[src/rtl/u_pctrlu_pkg.sv]
// Shared types for the pipelined control unit: stage control bundles,
// bubble constants, multiplier FSM states, opcode/funct encodings and
// the ID-stage decoder.
package u_pctrlu_pkg;

  localparam int unsigned ALU_W = 4;

  // Opcodes
  localparam logic [5:0] OP_RTYPE = 6'h00;
  localparam logic [5:0] OP_J     = 6'h02;
  localparam logic [5:0] OP_JAL   = 6'h03;
  localparam logic [5:0] OP_BEQ   = 6'h04;
  localparam logic [5:0] OP_BNE   = 6'h05;
  localparam logic [5:0] OP_ADDI  = 6'h08;
  localparam logic [5:0] OP_ADDIU = 6'h09;
  localparam logic [5:0] OP_SLTI  = 6'h0A;
  localparam logic [5:0] OP_SLTIU = 6'h0B;
  localparam logic [5:0] OP_ANDI  = 6'h0C;
  localparam logic [5:0] OP_ORI   = 6'h0D;
  localparam logic [5:0] OP_XORI  = 6'h0E;
  localparam logic [5:0] OP_LUI   = 6'h0F;
  localparam logic [5:0] OP_LB    = 6'h20;
  localparam logic [5:0] OP_LW    = 6'h23;
  localparam logic [5:0] OP_SB    = 6'h28;
  localparam logic [5:0] OP_SW    = 6'h2B;

  // R-type funct codes
  localparam logic [5:0] FN_SLL   = 6'h00;
  localparam logic [5:0] FN_SRL   = 6'h02;
  localparam logic [5:0] FN_SRA   = 6'h03;
  localparam logic [5:0] FN_JR    = 6'h08;
  localparam logic [5:0] FN_JALR  = 6'h09;
  localparam logic [5:0] FN_MFHI  = 6'h10;
  localparam logic [5:0] FN_MFLO  = 6'h12;
  localparam logic [5:0] FN_MULT  = 6'h18;
  localparam logic [5:0] FN_MULTU = 6'h19;
  localparam logic [5:0] FN_ADD   = 6'h20;
  localparam logic [5:0] FN_ADDU  = 6'h21;
  localparam logic [5:0] FN_SUB   = 6'h22;
  localparam logic [5:0] FN_SUBU  = 6'h23;
  localparam logic [5:0] FN_AND   = 6'h24;
  localparam logic [5:0] FN_OR    = 6'h25;
  localparam logic [5:0] FN_XOR   = 6'h26;
  localparam logic [5:0] FN_NOR   = 6'h27;
  localparam logic [5:0] FN_SLT   = 6'h2A;
  localparam logic [5:0] FN_SLTU  = 6'h2B;

  // ALU control codes
  localparam logic [ALU_W-1:0] ALU_AND  = 4'h0;
  localparam logic [ALU_W-1:0] ALU_OR   = 4'h1;
  localparam logic [ALU_W-1:0] ALU_ADD  = 4'h2;
  localparam logic [ALU_W-1:0] ALU_XOR  = 4'h3;
  localparam logic [ALU_W-1:0] ALU_SUB  = 4'h6;
  localparam logic [ALU_W-1:0] ALU_SLT  = 4'h7;
  localparam logic [ALU_W-1:0] ALU_SLTU = 4'h8;
  localparam logic [ALU_W-1:0] ALU_SLL  = 4'h9;
  localparam logic [ALU_W-1:0] ALU_SRL  = 4'hA;
  localparam logic [ALU_W-1:0] ALU_SRA  = 4'hB;
  localparam logic [ALU_W-1:0] ALU_NOR  = 4'hC;
  localparam logic [ALU_W-1:0] ALU_LUI  = 4'hD;

  // Two-bit selector encodings (0 means none / rt)
  localparam logic [1:0] RD_RT    = 2'd0;
  localparam logic [1:0] RD_RD    = 2'd1;
  localparam logic [1:0] RD_RA    = 2'd2;
  localparam logic [1:0] MF_HI    = 2'd1;
  localparam logic [1:0] MF_LO    = 2'd2;
  localparam logic [1:0] JMP_IMM  = 2'd1;
  localparam logic [1:0] JMP_REG  = 2'd2;
  localparam logic [1:0] BR_EQ    = 2'd1;
  localparam logic [1:0] BR_NE    = 2'd2;

  typedef struct packed {
    logic       pc_src;
    logic       ext_op;
    logic [1:0] jmp;
    logic [1:0] branch;
  } id_ctrl_t;

  typedef struct packed {
    logic valid;
    logic reg_wr;
    logic mem_to_reg;
  } wb_ctrl_t;

  typedef struct packed {
    logic valid;
    logic mem_wr;
    logic mem_word;
    logic reg_wr;
    logic mem_to_reg;
  } mem_ctrl_t;

  typedef struct packed {
    logic             valid;
    logic             alu_src;
    logic             mult_en;
    logic             data_sel;
    logic [ALU_W-1:0] alu_ctr;
    logic [1:0]       reg_dst;
    logic [1:0]       mf;
    logic             mem_wr;
    logic             mem_word;
    logic             reg_wr;
    logic             mem_to_reg;
  } ex_ctrl_t;

  typedef struct packed {
    id_ctrl_t id;
    ex_ctrl_t ex;
  } dec_t;

  localparam ex_ctrl_t  EX_BUBBLE  = '0;
  localparam mem_ctrl_t MEM_BUBBLE = '0;
  localparam wb_ctrl_t  WB_BUBBLE  = '0;

  typedef enum logic [1:0] {IDLE, BUSY, LAST} mult_st_e;

  // ID-stage decoder; unknown encodings decode to a valid no-op
  function automatic dec_t decode(input logic [5:0] op, input logic [5:0] funct);
    dec_t d;
    d = '0;
    d.ex.valid = 1'b1;
    case (op)
      OP_RTYPE: begin
        d.ex.reg_dst = RD_RD;
        d.ex.reg_wr  = 1'b1;
        case (funct)
          FN_SLL:            d.ex.alu_ctr = ALU_SLL;
          FN_SRL:            d.ex.alu_ctr = ALU_SRL;
          FN_SRA:            d.ex.alu_ctr = ALU_SRA;
          FN_ADD, FN_ADDU:   d.ex.alu_ctr = ALU_ADD;
          FN_SUB, FN_SUBU:   d.ex.alu_ctr = ALU_SUB;
          FN_AND:            d.ex.alu_ctr = ALU_AND;
          FN_OR:             d.ex.alu_ctr = ALU_OR;
          FN_XOR:            d.ex.alu_ctr = ALU_XOR;
          FN_NOR:            d.ex.alu_ctr = ALU_NOR;
          FN_SLT:            d.ex.alu_ctr = ALU_SLT;
          FN_SLTU:           d.ex.alu_ctr = ALU_SLTU;
          FN_MFHI:           d.ex.mf      = MF_HI;
          FN_MFLO:           d.ex.mf      = MF_LO;
          FN_JR: begin
            d.ex.reg_wr  = 1'b0;
            d.ex.reg_dst = RD_RT;
            d.id.jmp     = JMP_REG;
            d.id.pc_src  = 1'b1;
          end
          FN_JALR: begin
            d.id.jmp      = JMP_REG;
            d.id.pc_src   = 1'b1;
            d.ex.data_sel = 1'b1;
          end
          FN_MULT, FN_MULTU: begin
            d.ex.mult_en = 1'b1;
            d.ex.reg_wr  = 1'b0;
            d.ex.reg_dst = RD_RT;
          end
          default: begin
            d.ex.reg_wr  = 1'b0;
            d.ex.reg_dst = RD_RT;
          end
        endcase
      end
      OP_J: begin
        d.id.jmp    = JMP_IMM;
        d.id.pc_src = 1'b1;
      end
      OP_JAL: begin
        d.id.jmp      = JMP_IMM;
        d.id.pc_src   = 1'b1;
        d.ex.reg_wr   = 1'b1;
        d.ex.reg_dst  = RD_RA;
        d.ex.data_sel = 1'b1;
      end
      OP_BEQ, OP_BNE: begin
        d.id.branch  = (op == OP_BEQ) ? BR_EQ : BR_NE;
        d.id.pc_src  = 1'b1;
        d.id.ext_op  = 1'b1;
        d.ex.alu_ctr = ALU_SUB;
      end
      OP_ADDI, OP_ADDIU, OP_SLTI, OP_SLTIU: begin
        d.id.ext_op  = 1'b1;
        d.ex.alu_src = 1'b1;
        d.ex.reg_wr  = 1'b1;
        d.ex.alu_ctr = (op == OP_SLTI)  ? ALU_SLT :
                       (op == OP_SLTIU) ? ALU_SLTU : ALU_ADD;
      end
      OP_ANDI, OP_ORI, OP_XORI, OP_LUI: begin
        d.ex.alu_src = 1'b1;
        d.ex.reg_wr  = 1'b1;
        d.ex.alu_ctr = (op == OP_ANDI) ? ALU_AND :
                       (op == OP_ORI)  ? ALU_OR  :
                       (op == OP_XORI) ? ALU_XOR : ALU_LUI;
      end
      OP_LB, OP_LW: begin
        d.id.ext_op     = 1'b1;
        d.ex.alu_src    = 1'b1;
        d.ex.alu_ctr    = ALU_ADD;
        d.ex.reg_wr     = 1'b1;
        d.ex.mem_to_reg = 1'b1;
        d.ex.mem_word   = (op == OP_LW);
      end
      OP_SB, OP_SW: begin
        d.id.ext_op   = 1'b1;
        d.ex.alu_src  = 1'b1;
        d.ex.alu_ctr  = ALU_ADD;
        d.ex.mem_wr   = 1'b1;
        d.ex.mem_word = (op == OP_SW);
      end
      default: ;
    endcase
    return d;
  endfunction

  function automatic mem_ctrl_t ex2mem(input ex_ctrl_t e);
    mem_ctrl_t m;
    m.valid      = e.valid;
    m.mem_wr     = e.mem_wr;
    m.mem_word   = e.mem_word;
    m.reg_wr     = e.reg_wr;
    m.mem_to_reg = e.mem_to_reg;
    return m;
  endfunction

  function automatic wb_ctrl_t mem2wb(input mem_ctrl_t m);
    wb_ctrl_t w;
    w.valid      = m.valid;
    w.reg_wr     = m.reg_wr;
    w.mem_to_reg = m.mem_to_reg;
    return w;
  endfunction

endpackage

[src/rtl/u_pctrlu_multseq.sv]
// Multi-cycle multiply sequencer: counts a multiply's residency in EX.
// Ports: clk/rst_n; i_load (multiply enters EX this edge); i_ex_mult
// (EX holds a valid multiply); o_hold_c (keep EX, combinational);
// o_busy (BUSY state); o_done (LAST state, final EX cycle).
module b_multseq
  import u_pctrlu_pkg::*;
#(
  parameter int unsigned MULT_LAT = 4
) (
  input  logic clk,
  input  logic rst_n,
  input  logic i_load,
  input  logic i_ex_mult,
  output logic o_hold_c,
  output logic o_busy,
  output logic o_done
);

  localparam int unsigned CNT_W = (MULT_LAT > 1) ? $clog2(MULT_LAT) : 1;
  localparam logic [CNT_W-1:0] CNT_INIT = CNT_W'(MULT_LAT - 1);

  mult_st_e         state_q, state_d;
  logic [CNT_W-1:0] cnt_q, cnt_d;
  logic             busy_q, busy_d;
  logic             done_q, done_d;

  // State register
  always_ff @(posedge clk or negedge rst_n) begin
    if (!rst_n) begin
      state_q <= IDLE;
      cnt_q   <= '0;
      busy_q  <= 1'b0;
      done_q  <= 1'b0;
    end else begin
      state_q <= state_d;
      cnt_q   <= cnt_d;
      busy_q  <= busy_d;
      done_q  <= done_d;
    end
  end

  // Next state; a new multiply can only load from IDLE or LAST since
  // BUSY holds EX
  always_comb begin
    state_d = state_q;
    cnt_d   = cnt_q;
    case (state_q)
      IDLE: ;
      BUSY: begin
        cnt_d = cnt_q - CNT_W'(1);
        if (cnt_q == CNT_W'(1)) state_d = LAST;
      end
      LAST:    state_d = IDLE;
      default: state_d = IDLE;
    endcase
    if (i_load) begin
      cnt_d   = CNT_INIT;
      state_d = (MULT_LAT == 1) ? LAST : BUSY;
    end
    busy_d = (state_d == BUSY);
    done_d = (state_d == LAST);
  end

  assign o_hold_c = i_ex_mult & (cnt_q != '0);
  assign o_busy   = busy_q;
  assign o_done   = done_q;

endmodule

[src/rtl/u_pctrlu.sv]
// Pipelined control unit: decodes the ID instruction, carries its control
// bundle through EX, MEM_STAGES MEM registers and WB, and interlocks on
// load-use stalls and multi-cycle multiplies.
// Ports: clk/rst_n; ID op/funct/valid; hazard_stall and flush_id from the
// hazard unit; o_stall holds PC and IF/ID; o_id_* ID-stage controls
// (combinational); o_ex_*, o_mem_*, o_wb_* registered stage controls;
// o_mult_busy/o_mult_done multiplier status.
module u_pctrlu
  import u_pctrlu_pkg::*;
#(
  parameter int unsigned MULT_LAT   = 4,
  parameter int unsigned MEM_STAGES = 1,
  parameter int unsigned ALU_CTR_W  = 4
) (
  input  logic                 i_u_pctrlu_clk,
  input  logic                 i_u_pctrlu_rst_n,
  input  logic [5:0]           i_u_pctrlu_op,
  input  logic [5:0]           i_u_pctrlu_funct,
  input  logic                 i_u_pctrlu_valid,
  input  logic                 i_u_pctrlu_hazard_stall,
  input  logic                 i_u_pctrlu_flush_id,
  output logic                 o_u_pctrlu_stall,
  output logic                 o_u_pctrlu_id_pc_src,
  output logic                 o_u_pctrlu_id_ext_op,
  output logic [1:0]           o_u_pctrlu_id_jmp,
  output logic [1:0]           o_u_pctrlu_id_branch,
  output logic                 o_u_pctrlu_ex_valid,
  output logic                 o_u_pctrlu_ex_alu_src,
  output logic                 o_u_pctrlu_ex_mult_en,
  output logic                 o_u_pctrlu_ex_data_sel,
  output logic [ALU_CTR_W-1:0] o_u_pctrlu_ex_alu_ctr,
  output logic [1:0]           o_u_pctrlu_ex_reg_dst,
  output logic [1:0]           o_u_pctrlu_ex_mf,
  output logic                 o_u_pctrlu_mem_valid,
  output logic                 o_u_pctrlu_mem_wr,
  output logic                 o_u_pctrlu_mem_word,
  output logic                 o_u_pctrlu_wb_valid,
  output logic                 o_u_pctrlu_wb_reg_wr,
  output logic                 o_u_pctrlu_wb_mem_to_reg,
  output logic                 o_u_pctrlu_mult_busy,
  output logic                 o_u_pctrlu_mult_done
);

  logic      clk, rst_n;
  dec_t      dec_c;
  id_ctrl_t  id_c;
  logic      mult_hold_c, stall_c, load_c;
  ex_ctrl_t  ex_q, ex_d;
  mem_ctrl_t mem_q [MEM_STAGES];
  mem_ctrl_t mem_d [MEM_STAGES];
  wb_ctrl_t  wb_q, wb_d;

  assign clk   = i_u_pctrlu_clk;
  assign rst_n = i_u_pctrlu_rst_n;

  assign dec_c   = decode(i_u_pctrlu_op, i_u_pctrlu_funct);
  assign stall_c = i_u_pctrlu_hazard_stall | mult_hold_c;

  // ID controls are suppressed while held so a branch redirects only once
  assign id_c = (i_u_pctrlu_valid & ~stall_c) ? dec_c.id : '0;

  // An instruction leaves ID only when nothing holds, stalls or kills it
  assign load_c = ~mult_hold_c & ~i_u_pctrlu_hazard_stall &
                  ~i_u_pctrlu_flush_id & i_u_pctrlu_valid;

  // EX update: hold during multiply, else bubble or decoded bundle
  always_comb begin
    ex_d = EX_BUBBLE;
    if (mult_hold_c) ex_d = ex_q;
    else if (load_c) ex_d = dec_c.ex;
  end

  b_multseq #(
    .MULT_LAT (MULT_LAT)
  ) u_multseq (
    .clk       (clk),
    .rst_n     (rst_n),
    .i_load    (load_c & dec_c.ex.mult_en),
    .i_ex_mult (ex_q.valid & ex_q.mult_en),
    .o_hold_c  (mult_hold_c),
    .o_busy    (o_u_pctrlu_mult_busy),
    .o_done    (o_u_pctrlu_mult_done)
  );

  always_ff @(posedge clk or negedge rst_n) begin
    if (!rst_n) ex_q <= EX_BUBBLE;
    else        ex_q <= ex_d;
  end

  // MEM stage chain; the first stage sees bubbles while EX is held
  for (genvar k = 0; k < MEM_STAGES; k++) begin : g_mem
    if (k == 0) begin : g_first
      assign mem_d[k] = mult_hold_c ? MEM_BUBBLE : ex2mem(ex_q);
    end else begin : g_next
      assign mem_d[k] = mem_q[k-1];
    end

    always_ff @(posedge clk or negedge rst_n) begin
      if (!rst_n) mem_q[k] <= MEM_BUBBLE;
      else        mem_q[k] <= mem_d[k];
    end
  end

  assign wb_d = mem2wb(mem_q[MEM_STAGES-1]);

  always_ff @(posedge clk or negedge rst_n) begin
    if (!rst_n) wb_q <= WB_BUBBLE;
    else        wb_q <= wb_d;
  end

  assign o_u_pctrlu_stall         = stall_c;
  assign o_u_pctrlu_id_pc_src     = id_c.pc_src;
  assign o_u_pctrlu_id_ext_op     = id_c.ext_op;
  assign o_u_pctrlu_id_jmp        = id_c.jmp;
  assign o_u_pctrlu_id_branch     = id_c.branch;
  assign o_u_pctrlu_ex_valid      = ex_q.valid;
  assign o_u_pctrlu_ex_alu_src    = ex_q.alu_src;
  assign o_u_pctrlu_ex_mult_en    = ex_q.mult_en;
  assign o_u_pctrlu_ex_data_sel   = ex_q.data_sel;
  assign o_u_pctrlu_ex_alu_ctr    = ALU_CTR_W'(ex_q.alu_ctr);
  assign o_u_pctrlu_ex_reg_dst    = ex_q.reg_dst;
  assign o_u_pctrlu_ex_mf         = ex_q.mf;
  assign o_u_pctrlu_mem_valid     = mem_q[0].valid;
  assign o_u_pctrlu_mem_wr        = mem_q[0].mem_wr;
  assign o_u_pctrlu_mem_word      = mem_q[0].mem_word;
  assign o_u_pctrlu_wb_valid      = wb_q.valid;
  assign o_u_pctrlu_wb_reg_wr     = wb_q.reg_wr;
  assign o_u_pctrlu_wb_mem_to_reg = wb_q.mem_to_reg;

endmodule

[config.mk]
export PLATFORM = sky130hd
export DESIGN_NAME = u_pctrlu
export DESIGN_NICKNAME = d
export VERILOG_FILES = /design/src/rtl/u_pctrlu_pkg.sv /design/src/rtl/u_pctrlu_multseq.sv /design/src/rtl/u_pctrlu.sv
export SDC_FILE = /design/constraint.sdc
export NUM_CORES = 1
export LEC_CHECK = 0
export BUFFER_PORTS_ARGS = -buffer_cell sky130_fd_sc_hd__buf_2
export CAP_MARGIN = 15
export CORE_UTILIZATION = 40
export CTS_CLUSTER_SIZE = 25
export DETAILED_ROUTE_END_ITERATION = 10
export PLACE_DENSITY_LB_ADDON = 0.25
export SYNTH_ARGS = -nofsm -noshare
export SYNTH_HDL_FRONTEND = slang
export SYNTH_SLANG_ARGS = --single-unit
[constraint.sdc]
create_clock -name i_u_pctrlu_clk -period 3.2 [get_ports i_u_pctrlu_clk]
set_clock_uncertainty 0.05 [all_clocks]
set_input_delay 0.32 -clock i_u_pctrlu_clk [delete_from_list [all_inputs] [get_ports i_u_pctrlu_clk]]
set_output_delay 0.32 -clock i_u_pctrlu_clk [all_outputs]
set_load 0.005 [all_outputs]
==> results.tsv <==
stage	metric	value	unit
status	status	completed	
floorplanning	die boundary width	67.2	µm
drt	met3 WL post-DR	173	µm
floorplanning	Die Footprint	4510	µm²
floorplanning	initial cell density of the core	42.2	%
placement	pre-CTS setup slack	0.852	ns
worst_setup_path	critical path peak fanout	12	
worst_setup_path	chain of cells forming the critical path	buf_2, or4_4, or4_4, clkinv_1, nand3_1, a21oi_1, buf_2	
final_layout	commonest non-fill, non-tap cell in the layout	buf_2	
sta	RSZ-0062 raised after global routing	no	
cts	clock slew seen by the registers of the worst setup and hold paths	0.06	ns
worst_setup_path	Worst path slowest cell	or4_4	
sta	final worst path period need	2.37	ns
worst_setup_path	critical path buffer and inverter count	3	
final_layout	net count reported at finish	234	
power_and_ir_drop	Max VDD drop	0.000133	V
drt	M1 wire length	1710	µm
placement	global placement routability congestion	0.829	
floorplanning	area of the placeable core	4030	µm²
synth	EDFF count, synth	0	
grt	antenna violations before repair	0	
synth	cell count after synthesis	182	
sta	Slew Limit Headroom	57.5	%
drt	Routed met2 length	1580	µm
final_layout	area delta synth->final	17.1	%
hold_path	path class of the lowest-slack min-delay path	in2async	
synth	post-synthesis register bit count	30	
grt	Overflow after GRT	0	
worst_setup_path	CP Data Required Time	2.83	ns
worst_setup_path	Worst Setup End Kind	output pin	
placement	placed cell count	258	
final_layout	fraction of layout instances using a drive strength above 1	28.2	%
worst_setup_path	arrival time reported for the critical path endpoint	2.00	ns
drt	detailed-route DRC error count	0	
sta	setup ws final	0.827	ns
sta	Final Hold Violating Endpoints	0	
synth	mean instance size in the synthesized netlist	9.34	µm²
run	max-cap check violation count	0	
floorplanning	vertical die dimension	67.2	µm
cts	number of clock sinks	30	
sta	share of the cycle needed by the critical path after routing	74.2	%
sta	Least-Margin Pin Slew	0.638	ns
grt	first-pass GRT wire length	5640	µm
drt	wire length after detailed routing	3530	µm
synth	Synthesized Nets	201	
cts	number of buffers inserted for hold repair after clock tree synthesis	0	
synth	portion of the post-synthesis area used by sequential elements	44.2	%
placement	# port buffers	43	
final_layout	most frequent cells in the layout	buf_2, dfrtp_1, nand2_1	
cts	total number of H-tree levels	2	
drt	Avg Vias per Cell	5.27	
final_layout	total inserted antenna cells	0	
grt	All-Layer GR Usage	17.2	%
drt	remaining number of nets flagged by the antenna check after routing	0	
cts	Longest Clk Path Bufs	2	
cts	Resize count post-CTS	0	
cts	clk_lat worst skew	0.28	ns
synth	Synth async-reset ratio	100	%
sta	final setup violation count	0	
power_and_ir_drop	Leakage	0.00105	µW
cts	CTS tree	done	
sta	Max Slew Vio Count	0	
worst_setup_path	kind of critical path	in2out	
worst_setup_path	delay-heaviest family, CP	simple AND/OR/NAND/NOR gates	
grt	maximum number of pins on one net before global-route repair	31	
final_layout	Layout Cells excl Fill	266	
floorplanning	placement row count	23	
sta	Fin Setup TNS	0	ns
synth	predominant post-synthesis flop cell	dfrtp_1	
cts	post-CTS setup buffers	0	
cts	CTS Buf Count	5	
placement	HPWL after DPL	2570	µm
grt	number of global-route vias before repair	1205	
synth	cell area after synthesis	1700	µm²
drt	highest routed layer	met4	
sta	FMAX	0.421	GHz
drt	starting DRC count in detailed routing	50	
power_and_ir_drop	P per Cell Area	419	nW/µm²
synth	total of warnings raised by yosys	0	
synth	distinct cell type count after synthesis	48	
drt	Pre-antenna DRT Iters	4	
floorplanning	top-level I/O count	44	
drt	post-detailed-route wirelength per cell	13.3	µm
drt	via count of the routed design	1401	
worst_setup_path	CP peak stage delay	0.58	ns
cts	clock root cell	clkbuf_8	
worst_setup_path	startpoint type of the worst setup path	input port	
[worst reg2reg max path, stage by stage (launching register included)]
cell and delay (ns):
dfrtp_1 0.41, inv_1 0.07, ha_1 0.15, nand3b_2 0.19, nand3b_2 0.26, nor3_1 0.21, buf_4 0.17, o21ai_0 0.20
o31ai_1 0.30
[path summary, 6_finish.rpt]
kind,from,endpoint,slack [ns],cells past startpoint
max in group asynchronous,i_u_pctrlu_rst_n,ex_q[1],2.67,1
min in group i_u_pctrlu_clk,i_u_pctrlu_flush_id,o_u_pctrlu_ex_data_sel,0.30,2
hold / removal,i_u_pctrlu_rst_n,u_multseq.o_busy,0.01,1
hold reg to reg,mem_q[1],o_u_pctrlu_wb_reg_wr,0.30,0
setup reg to reg,u_multseq.cnt_q[0],o_u_pctrlu_ex_alu_ctr[0],1.11,8
setup / recovery,i_u_pctrlu_op[2],o_u_pctrlu_id_pc_src,0.83,7
[cells by family after synthesis]
group / share of synthesized area, %
AOI/OAI and AO/OA: 16.1
and+or+nand+nor: 27.0
xor gates and xnor gates: 2.58
adders and majority gates: 1.47
muxes: 0.589
DFF: 44.2
buffers and inverters: 8.17
[area by class of cell]
class | count | area (µm²)
fill | 407 | 2040
multi-input combinational | 125 | 810
sequential | 30 | 751
timing repair buffer | 44 | 223
clock buffer | 8 | 110
tap | 50 | 62.6
inverter | 9 | 33.8
[through the flow]
stage               hold WS [ns]  instance area, µm²  utilization (%)  total power (µW)
floorplan                -0.0256                1700                -               454
global placement           0.285                1880             46.6               490
global route              0.0563                1990             49.4               875
detailed placement         0.285                1880             46.6               491
finish                    0.0141                1990             49.4               833
CTS                       0.0336                1990             49.4               843
[cell usage after synthesis (all sizes together), types with 4 or more instances]
cell	number	share of area (%)
dfrtp	30	44
inv	8	1.8
nand2	22	4.9
nand4	4	2.4
nor2b	6	2.2
and2	6	2.2
nor3	6	2.4
nor2	8	1.8
o21ai	12	3.5
a21oi	9	2.7
clkbuf	8	1.8
nor4	4	1.5
buf	10	4.4
[metal layers]
| metal | vias up | global-route usage, % |
|---|---|---|
| met2 | 39 | 25.9 |
| met5 | - | 0 |
| met3 | 7 | 4.73 |
| li1 | 701 | - |
| met4 | 0 | 7.98 |
| met1 | 654 | 22.7 |
[power breakdown]
| group | leakage (µW) | internal [µW] | total (µW) | switching, µW |
|---|---|---|---|---|
| Sequential | 0.000417 | 385 | 388 | 3.03 |
| Clock | 0.0000575 | 217 | 349 | 132 |
| Combinational | 0.000575 | 35.8 | 96.3 | 60.4 |
| Total | 0.00105 | 637 | 833 | 196 |
Power figures use the tool's default switching activity.
